## src/rtl/ktane_irq_pkg.sv

```systemverilog
// Shared register map, FSM state type and priority helper for the KTANE interrupt controller.
package ktane_irq_pkg;

  localparam int unsigned MaxCh = 16;

  localparam logic [1:0] AddrPend   = 2'd0;
  localparam logic [1:0] AddrMask   = 2'd1;
  localparam logic [1:0] AddrMode   = 2'd2;
  localparam logic [1:0] AddrStatus = 2'd3;

  typedef enum logic [1:0] {
    StIdle,
    StReq,
    StService
  } irq_state_e;

  // Fixed priority: the lowest set index wins.
  function automatic logic [3:0] prio_idx(input logic [MaxCh-1:0] v);
    prio_idx = '0;
    for (int i = MaxCh - 1; i >= 0; i--) begin
      if (v[i]) prio_idx = 4'(i);
    end
  endfunction

endpackage

```

## src/rtl/irq_sync_edge.sv

```systemverilog
// One-bit 2-flop synchronizer followed by a history flop for rising-edge detection.
module irq_sync_edge (
  input  logic clock_i,
  input  logic reset_i,
  input  logic d_i,
  output logic level_o,
  output logic rise_o
);

  logic s1_q, s2_q, s3_q;

  always_ff @(posedge clock_i) begin
    if (reset_i) begin
      s1_q <= 1'b0;
      s2_q <= 1'b0;
      s3_q <= 1'b0;
    end else begin
      s1_q <= d_i;
      s2_q <= s1_q;
      s3_q <= s2_q;
    end
  end

  assign level_o = s2_q;
  assign rise_o  = s2_q & ~s3_q;

endmodule

```

## src/rtl/ktane_irq_ctrl.sv

```systemverilog
// Interrupt controller: per-channel sync/edge detect, PEND/MASK/MODE/STATUS registers,
// fixed-priority arbitration and an IDLE/REQ/SERVICE handshake FSM towards the CPU.
module ktane_irq_ctrl
  import ktane_irq_pkg::*;
#(
  parameter int unsigned NUM_CH = 8,
  parameter int unsigned DATA_W = 16,
  parameter int unsigned VEC_W  = 4
) (
  input  logic              clock_i,
  input  logic              reset_i,
  input  logic [NUM_CH-1:0] irq_in_i,
  input  logic [1:0]        bus_addr_i,
  input  logic [DATA_W-1:0] bus_wdata_i,
  input  logic              bus_we_i,
  output logic [DATA_W-1:0] bus_rdata_o,
  output logic              irq_req_o,
  output logic [VEC_W-1:0]  irq_vec_o,
  input  logic              irq_ack_i,
  output logic              irq_active_o
);

  logic [NUM_CH-1:0] sync_lvl, sync_rise;
  logic [NUM_CH-1:0] pend_q, pend_d, mask_q, mask_d, mode_q, mode_d;
  logic [NUM_CH-1:0] elig, elig_shift, w1c, ack_clr;
  logic [DATA_W-1:0] rdata_q, rdata_d;
  logic [VEC_W-1:0]  vec_q, vec_d;
  irq_state_e        state_q, state_d;
  logic              wr_pend, wr_mask, wr_mode, wr_eoi, ack_take, vec_elig;

  for (genvar i = 0; i < NUM_CH; i++) begin : g_sync
    irq_sync_edge u_sync (
      .clock_i (clock_i),
      .reset_i (reset_i),
      .d_i     (irq_in_i[i]),
      .level_o (sync_lvl[i]),
      .rise_o  (sync_rise[i])
    );
  end

  if (DATA_W > NUM_CH) begin : g_unused
    logic unused_wdata;
    assign unused_wdata = ^bus_wdata_i[DATA_W-1:NUM_CH];
  end

  assign wr_pend = bus_we_i && (bus_addr_i == AddrPend);
  assign wr_mask = bus_we_i && (bus_addr_i == AddrMask);
  assign wr_mode = bus_we_i && (bus_addr_i == AddrMode);
  assign wr_eoi  = bus_we_i && (bus_addr_i == AddrStatus);

  assign elig       = pend_q & ~mask_q;
  assign elig_shift = elig >> vec_q;
  assign vec_elig   = elig_shift[0];
  assign ack_take   = (state_q == StReq) && irq_ack_i;

  // Edge channels: set beats any clear. Level channels track the synchronized input.
  always_comb begin
    w1c     = wr_pend ? bus_wdata_i[NUM_CH-1:0] : '0;
    ack_clr = ack_take ? (NUM_CH'(1) << vec_q) : '0;
    pend_d  = (mode_q & ((pend_q & ~(w1c | ack_clr)) | sync_rise)) | (~mode_q & sync_lvl);
    mask_d  = wr_mask ? bus_wdata_i[NUM_CH-1:0] : mask_q;
    mode_d  = wr_mode ? bus_wdata_i[NUM_CH-1:0] : mode_q;
  end

  always_comb begin
    state_d = state_q;
    vec_d   = vec_q;
    unique case (state_q)
      StIdle: begin
        if (|elig) begin
          state_d = StReq;
          vec_d   = VEC_W'(prio_idx(MaxCh'(elig)));
        end
      end
      StReq: begin
        if (irq_ack_i)      state_d = StService;
        else if (!vec_elig) state_d = StIdle;
      end
      StService: begin
        if (wr_eoi) state_d = StIdle;
      end
      default: state_d = StIdle;
    endcase
  end

  assign irq_req_o    = (state_q == StReq);
  assign irq_active_o = (state_q == StService);
  assign irq_vec_o    = vec_q;

  always_comb begin
    rdata_d = '0;
    unique case (bus_addr_i)
      AddrPend:   rdata_d[NUM_CH-1:0] = pend_q;
      AddrMask:   rdata_d[NUM_CH-1:0] = mask_q;
      AddrMode:   rdata_d[NUM_CH-1:0] = mode_q;
      AddrStatus: rdata_d[VEC_W:0]    = {irq_active_o, vec_q};
      default:    rdata_d = '0;
    endcase
  end

  always_ff @(posedge clock_i) begin
    if (reset_i) begin
      pend_q  <= '0;
      mask_q  <= '1;
      mode_q  <= '0;
      vec_q   <= '0;
      rdata_q <= '0;
      state_q <= StIdle;
    end else begin
      pend_q  <= pend_d;
      mask_q  <= mask_d;
      mode_q  <= mode_d;
      vec_q   <= vec_d;
      rdata_q <= rdata_d;
      state_q <= state_d;
    end
  end

  assign bus_rdata_o = rdata_q;

endmodule

```

## config.mk

```make
export PLATFORM = sky130hd
export DESIGN_NAME = ktane_irq_ctrl
export DESIGN_NICKNAME = d
export VERILOG_FILES = /design/src/rtl/ktane_irq_pkg.sv /design/src/rtl/irq_sync_edge.sv /design/src/rtl/ktane_irq_ctrl.sv
export SDC_FILE = /design/constraint.sdc
export NUM_CORES = 1
export LEC_CHECK = 0
export BUFFER_PORTS_ARGS = -buffer_cell sky130_fd_sc_hd__buf_2
export CORE_ASPECT_RATIO = 1.75
export CORE_MARGIN = 4
export CORE_UTILIZATION = 38
export CTS_BUF_LIST = sky130_fd_sc_hd__clkbuf_16
export DETAILED_ROUTE_END_ITERATION = 8
export SETUP_SLACK_MARGIN = 0.1
export SYNTH_ARGS = -nofsm -noshare
export SYNTH_HDL_FRONTEND = slang
export SYNTH_HIERARCHICAL = 1
export SYNTH_SLANG_ARGS = --single-unit
```

## constraint.sdc

```tcl
create_clock -name clock_i -period 1.38 [get_ports clock_i]
set_clock_uncertainty 0.05 [all_clocks]
set_input_delay 0.276 -clock clock_i [delete_from_list [all_inputs] [get_ports clock_i]]
set_output_delay 0.276 -clock clock_i [all_outputs]
set_load 0.005 [all_outputs]
```

# Yosys cells after proc, flatten, opt, wreduce, memory -nomap -nowiden
# Cells that the tools add are included.
totals:
  regBits: 70
  latch_bits: 0
  ramBits: 0
  rom_bits: 0
  output_inout_bits: 22
  word_cells: 94
  mem_count: 0
op_classes:
  add_sub_neg: 0
  mul: 0
  div: 0
  n_lt_le_gt_ge: 0
  n_eq_ne: 8
  shifts: 2
  n_mux: 17
  n_bitwise: 26
  reduce_logical: 10
op_table:
  columns: ["cell", "count"]
  rows:
  - ["8-bit bitwise AND", 4]
  - ["4-bit two-way mux", 7]
  - ["8-bit NOT", 3]
  - ["8-bit bitwise OR", 3]
  - ["5-bit one-hot mux with 4 select lines", 1]
  - ["8-bit two-way mux", 2]
  - ["3-bit one-hot mux with 3 select lines", 1]
  - ["1-bit bitwise AND", 8]
  - ["2-bit two-way mux", 4]
  - ["1-bit NOT", 8]
  - ["8-bit OR reduction", 1]
  - ["1-bit by 4-bit << shifter with 8-bit output, first input constant", 1]
  - ["8-bit by 4-bit right shift with 1-bit output", 1]
  - ["2-bit == test, second input constant", 3]
  - ["2-bit one-hot mux with 3 select lines", 1]
  - ["1-bit logical AND", 5]
  - ["2-bit by 1-bit == test with 1-bit output, second input constant", 2]
  - ["2-bit zero test", 2]
  - ["3-bit two-way mux", 1]
  - ["3-bit != test, second input constant", 1]
  - ["3-bit AND reduction", 1]
  - ["2-bit by 1-bit != test with 1-bit output, second input constant", 1]
  - ["2-bit != test, second input constant", 1]
  - ["2-bit AND reduction", 1]

# Longest topological paths before layout
depth:
  ltp_word: 10
  depth_mapped: 5
  ltp_nobuf: 4

# By module
# Netlist, hierarchy kept.
by_module_without_submodules:
  columns: ["mod", "instances", "cells_per_inst", "area_each_um2", "seq_area_each_um2"]
  rows:
  - ["ktane_irq_ctrl", 1, 224, 1870.5, 740.7]
  - ["irq_sync_edge", 8, 7, 87.6, 60.1]

# Worst setup path before layout
# Ideal clock, no wire load.
synth_path:
  kind: "register to register"
  startpoint: "register vec_q[0], in the netlist irq_vec_o[0]"
  endpoint: "register state_q[0]"
  setup_ps: 132
  arrival_ps: 1252
  required_ps: 1198
  slack_ps: -54
  path_stages_with_launch: 6
  synth_period_minus_slack_ps: 1434
  cell_sequence: "dfxtp_1 buf_2 inv_1 mux4_1 nand4_1 o311ai_1"
synth_via:
  elab_chain_cells: 3
synth_lines:
  columns: ["element", "line_no", "rtl"]
  rows:
  - ["from (decl)", "ktane_irq_ctrl.sv:27", "logic [VEC_W-1:0] vec_q, vec_d;"]
  - ["from (signal assigned)", "ktane_irq_ctrl.sv:113", "vec_q <= vec_d;"]
  - ["8-bit by 4-bit right shift with 1-bit output", "ktane_irq_ctrl.sv:52", "assign elig_shift = elig >> vec_q;"]
  - ["3-bit != test (no line)", null, null]
  - ["3-bit AND reduction (no line)", null, null]
  - ["to (signal assigned)", "ktane_irq_ctrl.sv:108", "state_q <= StIdle;"]
  - ["to (signal assigned)", "ktane_irq_ctrl.sv:115", "state_q <= state_d;"]
  - ["to (decl)", "ktane_irq_ctrl.sv:28", "irq_state_e state_q, state_d;"]
# No other way between the ends.
# A chain may end at the register's enable or synchronous reset.

# Final worst setup path
layout_path:
  startpoint: "register pend_q[5]"
  endpoint: "register vec_q[0], in the netlist irq_vec_o[0]"
layout_via:
  elab_chain_cells: 7
  word_cells_on_any_way: 9
  cone_classes: "mux: 6; bitwise: 1; reduce/logical: 2"
layout_lines:
  columns: ["element", "line_no", "rtl"]
  rows:
  - ["from (decl)", "ktane_irq_ctrl.sv:24", "logic [NUM_CH-1:0] pend_q, pend_d, mask_q, mask_d, mode_q, mode_d;"]
  - ["from (signal assigned)", "ktane_irq_ctrl.sv:110", "pend_q <= pend_d;"]
  - ["8-bit bitwise AND *", "ktane_irq_ctrl.sv:51", "assign elig = pend_q & ~mask_q;"]
  - ["4-bit two-way mux (6 in series)", "ktane_irq_pkg.sv:21", "if (v[i]) prio_idx = 4'(i);"]
# Mark *: on every way between the ends. The rest lies on a longest branch, timed or not.

==> impl_metrics.toml <==
[outcome]
status = "complete, but fails checks"
violations = "setup timing"

[finish]
stdcell_area_sq_um = 3480
stdcell_count = 441
antennaDiodeCount = 0
fill_cells = 638
multi_input_area_sq_um = 1320
ff_latch_area_sq_um = 1240
area_delta_synth_final_pct = 35.2
fin_nets = 384
drive_above_1_share = 0.357

[synthesis]
synth_top_area_cell = "dfxtp_1"
yosys-top-cells-area = "dfxtp_1 (47%), nor2b_1 (7.5%), nand2_1 (6.0%), mux4_2 (4.4%), nand3_1 (3.9%)"
synth_edf_count = 0
synthTopCellsByCount = "dfxtp_1 (61), nand2_1 (41), nor2b_1 (31)"
ys_ff_latch = 61
synth_top_area_frac = 0.475
netlist_area_sq_um = 2570
yosysUniqueCellTypes = 37
syn_avg_cell_area_sq_um = 9.18
synthFlopType = "dfxtp_1"
yosys_warnings = 6
synth_cells = 280
yosysSeqAreaShare = 0.475
synth_most_common_cell = "dfxtp_1"
synth-async-reset-ratio = 0

[sta]
report.final.setup_viol = 4
max_freq_mhz = 664
slew_violations = 0
final.min_clock_period_ps = 1510
fin_crit_sh = 1.09
layout_setup_ws_ps = -126
hold_violations = 0
rsz0062_at_grt = "true"

[setup_path]
path_class = "reg -> reg"
critPathLaunchType = "register"
crit_chain = "nor2b_4 -> or4_4 -> o41ai_2 -> o21bai_1"
cp_slowest_stage_delay_ps = 560
r2r_cells = 4
cp-end-kind = "register"
worstPathRequired_ps = 1570
cp_max_fo = 4
arrival_ps = 1700
cpMaxStageDelayCell = "or4_4"

[cts]
clock_latency_ps = 330
clock_sinks = 61
cts.htree.levels = 3
holdBufCountCts = 0
cts_buffers = 9
clockRootBuffer = "clkbuf_16"
clkTransAtPathRegs_ps = 50
cts_buffer_depth = 2
cts_tree = "yes"

[drt]
routed_via_density = 4.94
drt_iter0_markers = 86
vias = 2180
drcViolationCount = 0
dr.pass1.iters = 4
ant_nets = 0
wl_per_cell_um = 13.9
wirelength_um = 6150

[placement]
dpl_cell_area_sq_um = 3080
dpl.cell_count = 422
routabilityCongestion = 0.812
portBuffers = 34
hpwl_um = 4510

[floorplanning]
dieArea_sq_um = 8200
io_pins = 52
row_count = 39
die_height_um = 117
coreArea_sq_um = 6540
start_util = 0.393
die_w_um = 70.2

[power]
cellPowerDensity_nw_per_um2 = 1250
power_leakage_uw = 0.00147
ir_drop_mv = 0.679
p_total_uw = 4360

[flow_run]
cap_viol_max_count = 0

[grt]
grt_max_degree = 28
first_global_vias = 2128
grt_antenna_before_repair = 0
grt_usage = 0.160
overflow = 0
grt_pass1_wl_um = 9900

[hold_path]
hold_path_class = "in -> reg"
whs_path_depth = 2
## cells in the final DEF (no fill, tap or decap), types with 2 or more instances in the layout
master     instances
o211ai_1           2
buf_6              6
nand2_1           38
mux4_2             5
dfxtp_1           54
mux2i_1            4
conb_1             9
buf_12             2
nand2_2            3
nand4_1            2
clkinv_1           3
nor2b_4            5
nor2_1            22
nor2b_1           27
or2_2              2
a31oi_1            9
a211oi_1           9
clkinv_2           3
buf_2             33
nand3_1           18
nand2b_1           5
dfxtp_4            4
clkbuf_16          9
and2_1             3
nor2b_2            9
nand3_2            2
a21oi_1           15
buf_4             34
dfxtp_2            3
## worst max-delay path: cells and delay by family, from the launching register on
kind	cells	cell delay (ps)
DFF	1	310
and+or+nand+nor	2	680
AOI/OAI and AO/OA	2	380
## metrics by stage
step / TNS [ps] / worst slack [ps] / hold slack [ps] / util
floorplan: -57.0 / -38.2 / 298 / -
global route: -458 / -164 / 104 / 0.532
global placement: -110 / -58.6 / 366 / 0.471
detailed placement: -186 / -104 / 377 / 0.471
CTS: -206 / -108 / 97.6 / 0.521
finish: -223 / -126 / 105 / 0.532
## layer usage
layer  share of wire  routed length, um  global-route usage
met5               0                  0                   0
met2            0.53               3250               0.283
met1            0.40               2470               0.171
met4           0.020                122              0.0780
met3           0.051                313              0.0521
## worst paths after layout
path | slack, ps | from | end
worst max register to register | -130 | pend_q[5] | irq_vec_o[0]
worst max-delay path | -130 | pend_q[5] | irq_vec_o[0]
worst min register to register | 380 | g_sync[2].u_sync/s1_q | g_sync[2].u_sync/level_o
worst min-delay path | 110 | irq_in_i[2] | g_sync[2].u_sync/s1_q
## layout make-up
| cell class | instances | share of cell area |
|---|---|---|
| Sequential cell | 61 | 0.357 |
| Inverter | 2 | 0.00216 |
| Timing Repair Buffer | 75 | 0.152 |
| Clock inverter | 7 | 0.0162 |
| Clock buffer | 9 | 0.0648 |
| Tap cell | 82 | 0.0295 |
| Multi-Input combinational cell | 205 | 0.379 |
## where the power goes
part	internal (uW)	switching (uW)	total, uW	leakage (uW)
combinational	197	185	382	0.000823
clock	1360	736	2100	0.000141
sequential	1840	42.1	1880	0.000503
## cell families after synthesis
kind of cell    Yosys count  synth area share
compound gates           42             0.108
mux                      10            0.0696
simple gates            144             0.299
buf+inv                  22            0.0472
other cells               1           0.00146
flops                    61             0.475
## registers in the layout, indices dropped and copies added, names as in the netlist
register / cells
pend_q: 8
g_sync.u_sync/s3_q: 8
g_sync.u_sync/s1_q: 8
state_q: 2
mode_q: 8
bus_rdata_o: 8
irq_vec_o: 3
g_sync.u_sync/level_o: 8
mask_q: 8
## timing repair
| item | in CTS | in global routing |
|---|---|---|
| endpoints found under the setup margin | 15 | 19 |
| pin swaps | 7 | 11 |
| endpoints found under the hold margin | 0 | 0 |
| resized for setup | 15 | 17 |
| setup buffers | 1 | 2 |
Note: power is estimated with default switching activity, not from simulation.
